### config.mk
export PLATFORM = sky130hd
export DESIGN_NAME = shift_add_multiplier
export DESIGN_NICKNAME = d
export VERILOG_FILES = /design/src/rtl/shift_add_multiplier.sv
export SDC_FILE = /design/constraint.sdc
export NUM_CORES = 1
export LEC_CHECK = 0
export CAP_MARGIN = 0
export CORE_ASPECT_RATIO = 0.9
export CORE_MARGIN = 2
export CORE_UTILIZATION = 40
export CTS_CLUSTER_SIZE = 30
export DETAILED_ROUTE_END_ITERATION = 7
export HOLD_SLACK_MARGIN = 0.06
export PLACE_DENSITY_LB_ADDON = 0.2
export REMOVE_ABC_BUFFERS = 1
export SKIP_CTS_REPAIR_TIMING = 1
export SKIP_LAST_GASP = 1
export SLEW_MARGIN = 5
export SYNTH_ARGS = -nofsm -noshare
export SYNTH_HDL_FRONTEND = slang
export SYNTH_SLANG_ARGS = --single-unit
### constraint.sdc
create_clock -name clk -period 2.4 [get_ports clk]
set_input_delay 0.36 -clock clk [delete_from_list [all_inputs] [get_ports clk]]
set_output_delay 0.36 -clock clk [all_outputs]
set_load 0.1 [all_outputs]
### src/rtl/shift_add_multiplier.sv
// Sequential unsigned shift-add multiplier.
// A combinational adder sums the upper half of the partial-product register
// with the multiplicand, gated by the current multiplier bit. Each iteration
// shifts {cout, sum, P[W-1:1]} back into the partial-product register.
// After WIDTH iterations the register holds a*b.

module adder #(
    parameter int WIDTH = 5
) (
    input  logic [WIDTH-1:0] a,
    input  logic [WIDTH-1:0] b,
    output logic [WIDTH-1:0] sum,
    output logic             cout
);

    // Full-width add; the carry-out becomes the next partial-product MSB.
    assign {cout, sum} = a + b;

endmodule

module shift_add_multiplier #(
    parameter int WIDTH = 5
) (
    input  logic                 clk,
    input  logic                 reset,
    input  logic                 start,
    input  logic [WIDTH-1:0]     a,
    input  logic [WIDTH-1:0]     b,
    output logic                 busy,
    output logic                 done,
    output logic [2*WIDTH-1:0]   product
);

    localparam int CW = $clog2(WIDTH) + 1;

    localparam logic [1:0] S_IDLE = 2'd0;
    localparam logic [1:0] S_RUN  = 2'd1;
    localparam logic [1:0] S_DONE = 2'd2;

    logic [1:0]         r_state;
    logic [WIDTH-1:0]   r_mcand;
    logic [2*WIDTH-1:0] r_p;
    logic [CW-1:0]      r_count;
    logic [2*WIDTH-1:0] r_product;

    logic [WIDTH-1:0]   w_add_b;
    logic [WIDTH-1:0]   w_sum;
    logic               w_cout;
    logic [2*WIDTH-1:0] w_p_next;
    logic               w_last;
    logic               w_accept;

    // Multiplicand is added only when the multiplier bit at P[0] is set.
    assign w_add_b  = r_p[0] ? r_mcand : '0;
    assign w_p_next = {w_cout, w_sum, r_p[WIDTH-1:1]};
    assign w_last   = (r_count == CW'(WIDTH - 1));
    // New operands are taken only when no iteration is in flight.
    assign w_accept = start && ((r_state == S_IDLE) || (r_state == S_DONE));

    adder #(
        .WIDTH(WIDTH)
    ) u_adder (
        .a    (r_p[2*WIDTH-1:WIDTH]),
        .b    (w_add_b),
        .sum  (w_sum),
        .cout (w_cout)
    );

    // Control state, operand capture and iteration of the partial product.
    always_ff @(posedge clk) begin
        if (reset) begin
            r_state   <= S_IDLE;
            r_mcand   <= '0;
            r_p       <= '0;
            r_count   <= '0;
            r_product <= '0;
        end else begin
            case (r_state)
                S_RUN: begin
                    r_p     <= w_p_next;
                    r_count <= r_count + 1'b1;
                    if (w_last) begin
                        r_state   <= S_DONE;
                        r_product <= w_p_next;
                    end
                end
                default: begin
                    // IDLE and DONE behave identically so DONE can chain
                    // straight into the next operation.
                    if (w_accept) begin
                        r_state <= S_RUN;
                        r_mcand <= a;
                        r_p     <= {{WIDTH{1'b0}}, b};
                        r_count <= '0;
                    end else begin
                        r_state <= S_IDLE;
                    end
                end
            endcase
        end
    end

    // Status outputs come straight from the registered state.
    assign busy    = (r_state == S_RUN);
    assign done    = (r_state == S_DONE);
    assign product = r_product;

endmodule

==> results.py, run 1 <==
metrics = {
    "timing": {
        "hold_violations": 0,
        "clock.fmax_ghz": 0.5220,
        "slew_viol_final": 0,
        "fin_crit_ps": 1916,
        "skew_ps": 4.403,
        "fin_crit_sh_pct": 79.83,
        "tightest_slew_ps": 572.2,
        "finalSetupViolations": 0,
        "rsz0062_at_grt": "no",
        "timing.hold.ws_ps": 456.2,
        "max_slew_margin_pct": 61.57,
        "fin_ws_ps": 484.2,
        "tns_ps": 0,
    },
    "clocking": {
        "clock-sinks": 31,
        "htreeDepth": 2,
        "cts_buffers": 5,
        "clockBufferDepth": 2,
        "cts-root-buf": "clkbuf_8",
        "insertion_delay_ps": 290,
        "cts_tree": "built",
        "clk_pin_slew_worst_paths_ps": 60,
    },
    "floorplan": {
        "core_area_sq_mm": 0.003303,
        "dieArea_sq_mm": 0.003873,
        "io_pins": 25,
        "fp-row-count": 20,
        "initial_core_util_pct": 41.06,
        "die_w_um": 65.38,
        "die_y_um": 59.24,
    },
    "synthesis": {
        "synth_warnings": 0,
        "ys.flop_type": "dfxtp_1",
        "synth-edff-count": 0,
        "synth-seq-cells": 31,
        "syn_inst": 145,
        "syn_area_sq_mm": 0.001356,
        "yosys.cell_types.count": 38,
        "async_reset_ff_share_pct": 0,
        "avgSynthCellArea_sq_um": 9.354,
        "yosysSeqAreaShare_pct": 45.76,
    },
    "setup_path": {
        "slowest_stage": "fa_1",
        "path_class": "flip-flop to flip-flop",
        "rr_startpoint": "r_p[0]",
        "endpoint_kind": "flip-flop",
        "crit_required_ps": 2580,
        "cp.arrival_ps": 2100,
        "cpLargestDelayFamily": "compound AO/OA/AOI/OAI gates",
        "cpPeakStageDelay_ps": 410,
        "path_buf_inv": 0,
        "reg2regPathDepth": 6,
        "r2r_end": "product[8]",
        "crit_path_start_kind": "flip-flop",
        "worstPathCellList": "and2_1 > ha_1 > fa_1 > a211o_1 > a21o_1 > a32o_1",
        "cp_max_fo": 6,
        "reg2reg_slack_ps": 480,
    },
    "global_route": {
        "antenna_found_initial": 0,
        "overflow": 0,
        "grt_pass1_vias": 1038,
        "grt_pass1_wl_um": 4995,
        "grt_start_max_net_pins": 16,
        "track_usage_pct": 17.76,
    },
    "route": {
        "dr.pass1.iters": 5,
        "wl_per_cell_um": 14.10,
        "drcViolationCount": 0,
        "vias_per_cell": 5.171,
        "postRouteAntennaNets": 0,
        "wl_um": 3045,
        "vias": 1117,
        "drt_iter0_drc": 33,
    },
    "placement": {
        "pre_cts_slack_ps": 472.8,
        "hpwl_um": 2203,
        "gp_congestion": 0.8304,
        "io_buffers": 24,
    },
    "min_path": {
        "hold_start": "r_mcand[0]",
        "worstHoldEndpoint": "r_mcand[0]",
        "hold_path.class": "flip-flop to flip-flop",
        "whs_path_depth": 2,
    },
    "final_layout": {
        "nets": 193,
        "syn_to_final_growth_pct": 25.74,
        "mostFrequentLayoutCells": "dfxtp_1, a21oi_1, nand2_1, buf_4, clkdlybuf4s50_1",
        "final_layout_size_suffix_gt1_share_pct": 15.70,
        "layout_commonest_cell": "dfxtp_1",
        "antenna_cells": 0,
    },
    "status": {
        "status": "finished, final reports clean",
    },
    "power_and_ir_drop": {
        "p_leak_nw": 0.7275,
        "ir_drop_mv": 0.3726,
        "power_per_cell_area_mw_per_mm2": 627.1,
    },
    "run": {
        "maxCapViolations": 0,
    },
}
## cell families after synthesis
group,synth area share (%)
AND/OR/NAND/NOR,19.01
buffers and inverters,3.412
flip-flops,45.76
AO/OA/AOI/OAI,22.51
XOR/XNOR,0.6459
multiplexers,0.7380
adder cells (fa/ha/maj),7.933
## cells in the mapped netlist (2+ instances only)
library cell | n | area share, %
dfxtp_1 | 31 | 46
a21oi_1 | 17 | 6.3
nand2_1 | 16 | 4.4
nor2_1 | 10 | 2.8
a22o_1 | 8 | 5.2
a22oi_1 | 8 | 4.4
ha_1 | 7 | 6.5
and2_1 | 5 | 2.3
nand3_1 | 5 | 1.8
clkbuf_1 | 4 | 1.1
inv_1 | 3 | 0.83
a21o_1 | 2 | 1.1
nand2b_1 | 2 | 0.92
o21a_1 | 2 | 1.1
o21ai_0 | 2 | 0.74
## power breakdown
group          internal [mW]  switching [mW]  leakage (nW)
combinational         0.0435          0.0642         0.429
sequential             0.529          0.0115         0.252
clock                  0.225           0.196        0.0470
## routing by layer
metal | routed length (um) | vias to the layer above | global-route usage (%) | share of wire, %
li1 | - | 569 | - | -
met1 | 1524 | 505 | 23.21 | 50
met2 | 1261 | 36 | 25.66 | 41
met3 | 196 | 7 | 6.844 | 6.4
met4 | 62 | 0 | 8.929 | 2.0
met5 | 0 | - | 0 | 0
## sequential cells by signal, summed over array words and instances, names as in the netlist
signal   count
r_state      2
r_count      4
r_mcand      5
r_p         10
product     10
## how the worst max path moves through the flow
stage | from | slack [ps] | endpoint | cells after the start
6_report | r_p[0] | 480 | product[8] | 6
5_1_grt | r_p[0] | 390 | product[8] | 6
4_1_cts | r_p[0] | 500 | product[8] | 6
3_5_place_dp | reset | 470 | product[8] | 3
3_3_place_gp | reset | 520 | product[0] | 3
2_1_floorplan | r_state[1] | 390 | done | 1
## area by class of cell
type / instances / area (sq um)
clock buffers: 6 / 82.58
clock inverters: 1 / 5.005
fillers: 299 / 1598
inverters: 4 / 15.01
multi-input cells: 104 / 689.4
flip-flops and latches: 31 / 620.6
well taps: 44 / 55.05
repair buffers: 26 / 237.7
## worst reg2reg max path: stages (launching register included)
cell,delay [ps]
dfxtp_1,350
and2_1,150
ha_1,220
fa_1,420
a211o_1,290
a21o_1,170
a32o_1,210
## metrics by stage
| step | std cells | total power [mW] | instance area [sq um] | util, % |
|---|---|---|---|---|
| detailed placement | 209 | 0.6594 | 1618 | 48.98 |
| floorplan | 139 | 0.6064 | 1325 | - |
| CTS | 216 | 1.078 | 1705 | 51.63 |
| finish | 216 | 1.069 | 1705 | 51.63 |
| global route | 216 | 1.111 | 1705 | 51.63 |
| global placement | 209 | 0.6573 | 1618 | 48.98 |
Power figures use the tool's default switching activity.
==> run 2, diff against run 1 <==
Clock period 2.4 ns to 1.85 ns, I/O delays scaled along.
==> run 2 against run 1 <==
Effect of this change: clock skew is 3.0 ps higher; first-iteration DRC count is 55% higher; final cell count is 5.1% higher; maximum frequency is 6.4% higher; via count is 6.5% higher; largest power group unchanged; highest routed layer unchanged.
==> results.py, run 2 (synthesis results as in run 1) <==
metrics = {
    "timing": {
        "finalSetupViolations": 0,
        "clock.fmax_ghz": 0.5552,
        "hold_violations": 0,
        "timing.hold.ws_ps": 448.8,
        "rsz0062_at_grt": "yes",
        "tightest_slew_ps": 435.1,
        "skew_ps": 7.365,
        "fin_crit_sh_pct": 97.36,
        "slew_viol_final": 0,
        "max_slew_margin_pct": 70.96,
        "fin_ws_ps": 48.78,
        "fin_crit_ps": 1801,
    },
    "power_and_ir_drop": {
        "power_per_cell_area_mw_per_mm2": 840.8,
        "p_leak_nw": 0.7884,
        "ir_drop_mv": 0.5598,
    },
    "global_route": {
        "track_usage_pct": 17.90,
        "grtUsageMet1_pct": 21.84,
        "overflow": 0,
        "grt-busiest-layer": "met2",
        "gr-usage-met3_pct": 5.703,
        "grt_start_max_net_pins": 14,
        "antenna_found_initial": 0,
        "grt_pass1_vias": 1099,
        "grt_pass1_wl_um": 5071,
        "met2_usage_pct": 29.59,
    },
    "floorplan": {
        "io_pins": 25,
        "fp-row-count": 20,
        "core_area_sq_mm": 0.003303,
        "initial_core_util_pct": 41.06,
        "die_w_um": 65.38,
        "die_y_um": 59.24,
        "dieArea_sq_mm": 0.003873,
    },
    "setup_path": {
        "rr_startpoint": "r_mcand[0]",
        "crit_required_ps": 2020,
        "crit_path_start_kind": "flip-flop",
        "cp.arrival_ps": 1970,
        "startpoint": "r_mcand[0]",
        "path_class": "flip-flop to flip-flop",
        "cp_max_fo": 3,
        "endpoint_kind": "flip-flop",
    },
    "final_layout": {
        "antenna_cells": 0,
        "fillers": 316,
        "final_layout_size_suffix_gt1_share_pct": 22.40,
        "syn_to_final_growth_pct": 34.96,
        "nets": 203,
        "mostFrequentLayoutCells": "dfxtp_1, buf_4, a21oi_1, nand2_1, clkdlybuf4s50_1",
        "layout_commonest_cell": "dfxtp_1",
    },
    "min_path": {
        "hold_start": "r_mcand[3]",
        "hold_path.class": "flip-flop to flip-flop",
    },
    "status": {
        "status": "finished, final reports clean",
    },
    "clocking": {
        "insertion_delay_ps": 280,
        "cts_tree": "built",
        "clockBufferDepth": 2,
        "htreeDepth": 2,
        "cts_buffers": 5,
        "clk_pin_slew_worst_paths_ps": 60,
        "clock-sinks": 31,
        "cts-root-buf": "clkbuf_8",
    },
    "route": {
        "vias": 1190,
        "wl_per_cell_um": 14.18,
        "dr.pass1.iters": 4,
        "drt_iter0_drc": 51,
        "vias_per_cell": 5.242,
        "drcViolationCount": 0,
        "postRouteAntennaNets": 0,
        "wl_um": 3218,
    },
    "placement": {
        "pre_cts_slack_ps": -37.06,
        "gp_congestion": 0.7998,
        "hpwl_um": 2390,
        "io_buffers": 24,
    },
    "run": {
        "maxCapViolations": 0,
    },
}
[run 2: power by group]
group / total, mW / internal, mW / switching (mW) / leakage (nW)
Sequential: 0.700 / 0.687 / 0.0130 / 0.252
Clock: 0.677 / 0.435 / 0.242 / 0.0612
Combinational: 0.162 / 0.0716 / 0.0905 / 0.475
Total: 1.54 / 1.19 / 0.346 / 0.788
[run 2: worst max-delay path: stages (launching register included)]
cell	delay, ps
dfxtp_1	310
and2_1	150
ha_2	190
fa_2	360
a211o_1	290
a21o_1	180
a32o_1	210
[run 2: area by class of cell]
cell class	instances	area [sq um]	area share [%]
clock buffers	6	82.58	4.511
flip-flops and latches	31	620.6	33.90
inverters	4	15.01	0.8202
repair buffers	36	325.3	17.77
multi-input cells	104	696.9	38.07
clock inverters	2	35.03	1.914
well taps	44	55.05	3.008
[run 2: path summary, 6_finish.rpt]
kind	endpoint	slack (ps)	cells past startpoint
max	product[8]	50	6
min	r_mcand[3]	450	2
max reg2reg	product[8]	50	6
min reg2reg	r_mcand[3]	450	2
[run 2: per-layer routing]
layer | up-vias | routed length, um
li1 | 591 | -
met1 | 567 | 1434
met2 | 30 | 1570
met3 | 2 | 190
met4 | 0 | 23
met5 | - | 0
[run 2: metrics by stage]
step	instance area [sq um]	cells	utilization, %	TNS (ps)	total power [mW]
after floorplan	1325	139	-	-78.01	0.7867
after global placement	1705	219	51.63	0	0.8704
after detailed placement	1705	219	51.63	-37.06	0.8752
after CTS	1823	227	55.19	-51.37	1.552
after global routing	1831	227	55.42	-7.783	1.594
final	1831	227	55.42	0	1.539
==> run 3, diff against run 2 <==
Clock period 1.85 ns to 2 ns, I/O delays scaled along.
==> run 3 against run 2 <==
Effect of this change: final cell count shrank 2.2%; via count is 1.7% lower; sequential cell count stayed put; wire length decreased by 2.8%; critical path type unchanged; largest cell class unchanged.
==> results.py, run 3 (synthesis results as in run 1) <==
metrics = {
    "status": {
        "status": "finished, final reports clean",
    },
    "floorplan": {
        "fp-row-count": 20,
        "die_y_um": 59.24,
        "die_w_um": 65.38,
        "initial_core_util_pct": 41.06,
        "dieArea_sq_mm": 0.003873,
        "core_area_sq_mm": 0.003303,
        "io_pins": 25,
    },
    "global_route": {
        "overflow": 0,
        "antenna_found_initial": 0,
        "grt_pass1_wl_um": 5216,
        "track_usage_pct": 18.25,
        "grt_pass1_vias": 1113,
        "grt_start_max_net_pins": 12,
    },
    "setup_path": {
        "endpoint_kind": "flip-flop",
        "crit_required_ps": 2180,
        "cp.arrival_ps": 2050,
        "path_class": "flip-flop to flip-flop",
        "cp_max_fo": 6,
        "crit_path_start_kind": "flip-flop",
    },
    "clocking": {
        "htreeDepth": 2,
        "cts-root-buf": "clkbuf_8",
        "clock-sinks": 31,
        "cts_buffers": 5,
        "clockBufferDepth": 2,
        "insertion_delay_ps": 290,
        "cts_tree": "built",
        "clk_pin_slew_worst_paths_ps": 60,
    },
    "timing": {
        "fin_crit_sh_pct": 93.47,
        "max_slew_margin_pct": 70.41,
        "timing.hold.ws_ps": 457.6,
        "clock.fmax_ghz": 0.5349,
        "finalSetupViolations": 0,
        "fin_crit_ps": 1869,
        "hold_violations": 0,
        "rsz0062_at_grt": "no",
        "tns_ps": 0,
        "skew_ps": 4.371,
        "tightest_slew_ps": 443.3,
        "slew_viol_final": 0,
    },
    "final_layout": {
        "layout_commonest_cell": "dfxtp_1",
        "mostFrequentLayoutCells": "dfxtp_1, buf_4, a21oi_1, nand2_1, clkdlybuf4s50_1",
        "fillers": 345,
        "antenna_cells": 0,
        "final_util_pct": 53.90,
        "nets": 198,
        "final_layout_size_suffix_gt1_share_pct": 19.66,
        "syn_to_final_growth_pct": 31.27,
    },
    "placement": {
        "io_buffers": 24,
        "gp_congestion": 0.8565,
        "hpwl_um": 2308,
    },
    "min_path": {
        "hold_path.class": "flip-flop to flip-flop",
    },
    "power_and_ir_drop": {
        "ir_drop_mv": 0.4144,
        "p_leak_nw": 0.7650,
        "power_per_cell_area_mw_per_mm2": 799.6,
    },
    "route": {
        "dr.pass1.iters": 4,
        "drcViolationCount": 0,
        "vias_per_cell": 5.270,
        "wl_per_cell_um": 14.09,
        "postRouteAntennaNets": 0,
        "wl_um": 3129,
        "drt_iter0_drc": 26,
        "vias": 1170,
    },
    "run": {
        "maxCapViolations": 0,
    },
}
## run 3: final timing paths
kind / startpoint / endpoint / slack, ps / depth (start not counted)
setup reg to reg: r_p[0] / product[8] / 130 / 6
hold reg to reg: r_mcand[3] / r_mcand[3] / 460 / 2
setup / recovery: r_p[0] / product[8] / 130 / 6
hold / removal: r_mcand[3] / r_mcand[3] / 460 / 2
## run 3: report_power, final
part	switching (mW)	total (mW)	internal (mW)
combinational	0.0793	0.138	0.0590
sequential	0.0141	0.649	0.635
clock	0.234	0.636	0.403
total	0.327	1.42	1.10
## run 3: per-stage QoR
| step | cell area [sq um] | power (mW) | setup slack (ps) | instances |
|---|---|---|---|---|
| CTS | 1773 | 1.436 | 93.52 | 222 |
| global placement | 1655 | 0.7970 | 149.3 | 214 |
| finish | 1780 | 1.424 | 130.6 | 222 |
| floorplan | 1325 | 0.7277 | 49.49 | 139 |
| global route | 1780 | 1.491 | 8.990 | 222 |
| detailed placement | 1655 | 0.8010 | 101.4 | 214 |
## run 3: worst max-delay path, stage by stage (launching register included)
cell and delay, ps:
dfxtp_1 350, and2_1 160, ha_1 220, fa_2 360, a211o_1 280, a21o_1 180, a32o_1 210
## run 3: per-layer routing
metal  vias to the layer above  GRT usage (%)  share of wire (%)
li1                        584              -                  -
met1                       543          22.74                 46
met2                        36          29.30                 47
met3                         7          5.703                5.8
met4                         0          8.036                1.6
met5                         -              0                  0
## run 3: layout make-up
| type | count | area [sq um] | area share [%] |
|---|---|---|---|
| Tap cell | 44 | 55.05 | 3.092 |
| Clock inverter | 2 | 35.03 | 1.968 |
| Clock buffer | 6 | 82.58 | 4.638 |
| Sequential cell | 31 | 620.6 | 34.86 |
| Timing Repair Buffer | 31 | 275.3 | 15.46 |
| Inverter | 4 | 15.01 | 0.8433 |
| Multi-Input combinational cell | 104 | 696.9 | 39.14 |
